File: src/rtl/top_tdc_pkg.sv
// Shared definitions for the time-to-digital converter: FSM state encoding,
// default measurement width and UART bit period, and the 8N1 frame length.
// No ports; imported by top_tdc and uart_tx.
package top_tdc_pkg;

   typedef enum logic [2:0] {
      IDLE,
      COUNT,
      SEND_LO,
      SEND_HI,
      DONE
   } tdc_state_e;

   localparam int DEF_COUNT_W      = 16;
   localparam int DEF_CLKS_PER_BIT = 434;   // 50 MHz / 115200 baud
   localparam int FRAME_LEN        = 10;    // start + 8 data + stop

endpackage

File: src/rtl/top_tdc_uart_tx.sv
// UART 8N1 byte serializer; start bit 0, data LSB first, stop bit 1.
// Ports: clk, reset (sync, active-low), start/data[7:0] launch a byte, tx serial
// line (idle high), busy while framing, done high in the final cycle of the stop bit.
module uart_tx
   import top_tdc_pkg::*;
#(
   parameter int CLKS_PER_BIT = DEF_CLKS_PER_BIT
) (
   input  logic       clk,
   input  logic       reset,
   input  logic       start,
   input  logic [7:0] data,
   output logic       tx,
   output logic       busy,
   output logic       done
);

   localparam int CW = $clog2(CLKS_PER_BIT + 1);
   localparam int BW = $clog2(FRAME_LEN + 1);

   logic [CW-1:0]        clk_cnt_q;
   logic [BW-1:0]        bit_idx_q;
   logic [FRAME_LEN-1:0] shift_q;
   logic                 busy_q;
   logic                 bit_end;
   logic                 last_bit;

   assign bit_end  = busy_q && (clk_cnt_q == CW'(CLKS_PER_BIT - 1));
   assign last_bit = (bit_idx_q == BW'(FRAME_LEN - 1));
   assign done     = bit_end && last_bit;
   assign busy     = busy_q;
   // Line is the LSB of the frame register; an all-ones register is the idle level.
   assign tx       = shift_q[0];

   always_ff @(posedge clk) begin
      if (!reset) begin
         clk_cnt_q <= '0;
         bit_idx_q <= '0;
         shift_q   <= '1;
         busy_q    <= 1'b0;
      end else if (start && (!busy_q || done)) begin
         // Accepting during the last stop-bit cycle lets bytes run back to back.
         shift_q   <= {1'b1, data, 1'b0};
         busy_q    <= 1'b1;
         clk_cnt_q <= '0;
         bit_idx_q <= '0;
      end else if (bit_end) begin
         clk_cnt_q <= '0;
         if (last_bit) begin
            busy_q  <= 1'b0;
            shift_q <= '1;
         end else begin
            bit_idx_q <= bit_idx_q + 1'b1;
            shift_q   <= {1'b1, shift_q[FRAME_LEN-1:1]};
         end
      end else if (busy_q) begin
         clk_cnt_q <= clk_cnt_q + 1'b1;
      end
   end

endmodule

File: src/rtl/top_tdc.sv
// Time-to-digital converter: counts clk cycles with stop high, then sends the
// count low byte then high byte over UART 8N1 and pulses eot once.
// Ports: clk, reset (sync, active-low), stop (window), tx (serial out), eot (strobe).
module top_tdc
   import top_tdc_pkg::*;
#(
   parameter int COUNT_W      = DEF_COUNT_W,
   parameter int CLKS_PER_BIT = DEF_CLKS_PER_BIT
) (
   input  logic clk,
   input  logic reset,
   input  logic stop,
   output logic tx,
   output logic eot
);

   tdc_state_e         state_q;
   logic [COUNT_W-1:0] cnt_q;
   logic [COUNT_W-1:0] result_q;
   logic               eot_q;

   logic [15:0] res16;
   logic        u_start;
   logic        u_busy;
   logic        u_done;
   logic [7:0]  u_data;
   logic        lo_start;
   logic        hi_start;

   // Only the low 16 bits are reported; narrower counts are zero-extended.
   assign res16 = 16'(result_q);

   // The serializer is idle on the first SEND_LO cycle, so that cycle launches
   // the low byte; its done strobe launches the high byte with no gap.
   assign lo_start = (state_q == SEND_LO) && !u_busy;
   assign hi_start = (state_q == SEND_LO) && u_done;
   assign u_start  = lo_start || hi_start;
   assign u_data   = u_busy ? res16[15:8] : res16[7:0];

   uart_tx #(
      .CLKS_PER_BIT(CLKS_PER_BIT)
   ) u_uart (
      .clk   (clk),
      .reset (reset),
      .start (u_start),
      .data  (u_data),
      .tx    (tx),
      .busy  (u_busy),
      .done  (u_done)
   );

   always_ff @(posedge clk) begin
      if (!reset) begin
         state_q  <= IDLE;
         cnt_q    <= '0;
         result_q <= '0;
         eot_q    <= 1'b0;
      end else begin
         eot_q <= 1'b0;
         case (state_q)
            IDLE: begin
               if (stop) begin
                  cnt_q   <= COUNT_W'(1);
                  state_q <= COUNT;
               end
            end
            COUNT: begin
               if (stop) begin
                  if (cnt_q != '1) begin
                     cnt_q <= cnt_q + 1'b1;
                  end
               end else begin
                  // First low sample is the falling edge of the window.
                  result_q <= cnt_q;
                  state_q  <= SEND_LO;
               end
            end
            SEND_LO: begin
               if (hi_start) begin
                  state_q <= SEND_HI;
               end
            end
            SEND_HI: begin
               if (u_done) begin
                  state_q <= DONE;
                  eot_q   <= 1'b1;
               end
            end
            DONE: begin
               state_q <= IDLE;
            end
            default: begin
               state_q <= IDLE;
            end
         endcase
      end
   end

   assign eot = eot_q;

endmodule

File: config.mk
export PLATFORM = sky130hd
export DESIGN_NAME = top_tdc
export DESIGN_NICKNAME = d
export VERILOG_FILES = /design/src/rtl/top_tdc_pkg.sv /design/src/rtl/top_tdc_uart_tx.sv /design/src/rtl/top_tdc.sv
export SDC_FILE = /design/constraint.sdc
export NUM_CORES = 1
export LEC_CHECK = 0
export CORE_ASPECT_RATIO = 0.8
export CORE_MARGIN = 2
export CORE_UTILIZATION = 40
export CTS_CLUSTER_SIZE = 16
export DETAILED_ROUTE_END_ITERATION = 10
export PLACE_DENSITY_LB_ADDON = 0.12
export SLEW_MARGIN = 25
export SYNTH_ARGS = -nofsm -noshare
export SYNTH_HDL_FRONTEND = slang
export SYNTH_SLANG_ARGS = --single-unit
File: constraint.sdc
create_clock -name clk -period 4.2 [get_ports clk]
set_input_delay 0.63 -clock clk [delete_from_list [all_inputs] [get_ports clk]]
set_output_delay 0.63 -clock clk [all_outputs]
set_load 0.005 [all_outputs]
==> reports/summary.txt <==
GRT overflow - 0
Final ANT Viol Nets - 0
hold endpoint - res16[1]$_SDFFE_PN0P_
drt pass-1 iters - 4
CTS Root Cell - clkbuf_8
crit path DAT - 2750 ps
switching pwr - 0.266 mW
port buffer count - 4
DR iter-0 viols - 194
CTS tree - yes
Core Region - 6860 um^2
Slew HR - 40.6%
first-pass GRT wire length - 11.2 mm
outcome - complete, no violations
Setup CP Type - in2reg
Post-synth top flop - dfxtp_1
Final Slew Violations - 0
FP Rows - 27
Worst setup SP type - primary input
commonest cells in the netlist - 60 x nand2_1, 59 x dfxtp_1, 30 x a21oi_1
Syn-to-layout area delta - 9.61%
Die Footprint - 7720 um^2
detailed placement HPWL - 4.68 mm
Cells after Synth - 337
Yosys cell types - 52
largest net degree at the start of global routing - 19
die width - 97.8 um
Skew-Pair Late Insertion Delay - 330 ps
# diodes - 0
clock buffer depth - 2
reg-to-reg slack, setup - 2120 ps
Max Clock Freq - 398 MHz
Comb pwr share - 5.0%
num ports - 5
worst min-delay path startpoint - res16[1]$_SDFFE_PN0P_
hold path depth - 2
Synth async-reset ratio - 0%
Syn Area/Cell - 8.35 um^2
Sw Share - 23.2%
Post-Synthesis Cell Area - 2810 um^2
power per cell area - 372 nW/um^2
FF/Latch Area - 1180 um^2
synth top area cells - dfxtp_1 42%, nand2_1 8.0%, a21oi_1 5.3%
DRT Wirelength - 6.65 mm
Slew @ Worst Pin - 887 ps
Crit path largest cell delay - 660 ps
htree depth - 3
register share of total power - 50.9%
multi-input logic area - 1510 um^2
clock sinks - 59
Critical Path RT - 4430 ps
placer congestion estimate - 0.825
DRC - 0
sequential share of the synthesized area - 42.0%
Static Leak - 0.981 nW
worst r2r src - state_q[0]$_SDFFE_PN0P_
unrepaired setup endpoints after global routing - false
Final period util - 59.8%
post-cts sizing count - 0
final instance area - 3080 um^2
initial antenna violation count - 0
flop and latch count out of synthesis - 59
setup violators final - 0
clock slew seen by the registers of the worst setup and hold paths - 60 ps
Hold/Removal Path Class - reg2reg
Vias per Instance - 5.82
Fin Setup TNS - 0 ps
Worst setup EP type - register
number of enable flip-flop cells after synthesis - 0
Tot GR Track Use - 18.2%
Ys Warns - 0
Placed Area - 2890 um^2
Clock power frac - 44.1%
# Post-CTS Setup Buffers - 0
max-cap viol count - 0
CP Max Fanout - 18
most frequent cell after synthesis - nand2_1
min Tclk post-route - 2510 ps
vias in the first global route - 2178
clock skew - 9.42 ps
routed vias - 2493
R2R cell count - 4
Num CTS Buffers - 9
hold_buf cts - 0
worst r2r dst - res16[11]$_SDFFE_PN0P_
Crit path buffers/inverters - 3
worst-path cell chain - clkdlybuf4s50_1 -> buf_4 -> clkinv_1 -> a21oi_1 -> o311ai_0 -> o41ai_1
maximum vdd drop - 0.208 mV
cell-internal power - 0.881 mW
Final Util - 45.0%
Final Hold Violating Endpoints - 0
wire length per cell - 15.5 um
area share of the largest cell type after synthesis - 42.0%
CP top delay family - buffers and inverters
# fillers - 703
NumNets Final - 344
fraction of layout cells with a size suffix above 1 - 7.33%
syn_nets - 345
CP max-delay cell - a21oi_1
Initial Utilization - 41.0%
leading area contributor after synthesis - dfxtp_1
die height - 79 um
[cell families after synthesis]
logic type / synth area share (%)
mux: 0.756
simple gates: 29.7
flops: 42.0
fa+ha+maj: 2.22
buf+inv: 4.45
xor+xnor: 3.43
compound gates: 17.5
[through the flow]
stage,power [mW],hold WS [ps],setup WS (ps),std cells
after global routing,1.20,488,1470,428
after global placement,0.653,451,1440,412
after detailed placement,0.654,454,1350,412
final,1.15,463,1690,428
after CTS,1.16,466,1700,428
after floorplan,0.637,436,2360,337
[layout make-up]
cell class                      instances  area share, %
Timing Repair Buffer                    6           1.79
Sequential cell                        59           38.3
Clock buffer                           14           4.95
Multi-Input combinational cell        250           49.1
Clock inverter                          2           1.14
Tap cell                               87           3.53
Inverter                               10           1.22
[layout by cell type (no fill, tap or decap), types with 4 or more instances in the layout]
cell,netlist,layout
xor2_1,5,5
nor3_1,8,8
o221ai_1,8,8
clkbuf_8,0,10
nand3_1,12,12
nand2_1,60,60
dfxtp_1,59,59
or4_1,9,9
a211oi_1,4,4
xnor2_1,6,6
a21oi_1,30,30
clkdlybuf4s50_1,0,4
nand4_1,18,18
nor2_1,21,21
nor4_1,5,4
inv_1,9,9
o31ai_1,7,7
ha_1,5,5
o21ai_0,11,11
clkbuf_1,7,4
[worst max-delay path by stage]
| stage | start | endpoint | cells past startpoint |
|---|---|---|---|
| floorplan | stop | res16[10]$_SDFFE_PN0P_ | 6 |
| global placement | reset | cnt_q[11]$_SDFFE_PN0P_ | 6 |
| detailed placement | reset | cnt_q[11]$_SDFFE_PN0P_ | 6 |
| CTS | reset | cnt_q[11]$_SDFFE_PN0P_ | 6 |
| global route | reset | cnt_q[11]$_SDFFE_PN0P_ | 6 |
| finish | reset | cnt_q[11]$_SDFFE_PN0P_ | 6 |
[sequential cells by signal, summed over array words and instances (netlist names)]
register / count
res16: 16
u_uart.shift_q: 9
cnt_q: 16
state_q: 3
u_uart.busy: 1
u_uart.bit_idx_q: 4
u_uart.clk_cnt_q: 9
eot: 1
[worst register-to-register path, cell delays in order, from the launching register on]
cell and delay (ps):
dfxtp_1 560, or3b_1 430, nor2_1 690, nand2_1 140, a21oi_1 170
[power groups by stage]
stage          registers [mW]  logic, mW  clock network [mW]
4_1_cts                 0.584     0.0575               0.523
2_1_floorplan           0.588     0.0494                   0
3_5_place_dp            0.597     0.0573                   0
5_1_grt                 0.586     0.0648               0.545
3_3_place_gp            0.597     0.0567                   0
6_report                0.584     0.0572               0.506
[layer usage]
| layer | wire length [um] | track usage [%] | vias up |
|---|---|---|---|
| met5 | 0 | 0 | - |
| met1 | 3530 | 26.8 | 1191 |
| li1 | - | - | 1237 |
| met2 | 2730 | 25.6 | 60 |
| met4 | 57 | 4.58 | 0 |
| met3 | 328 | 5.55 | 5 |
No activity file was read; power rests on OpenSTA's default activity.
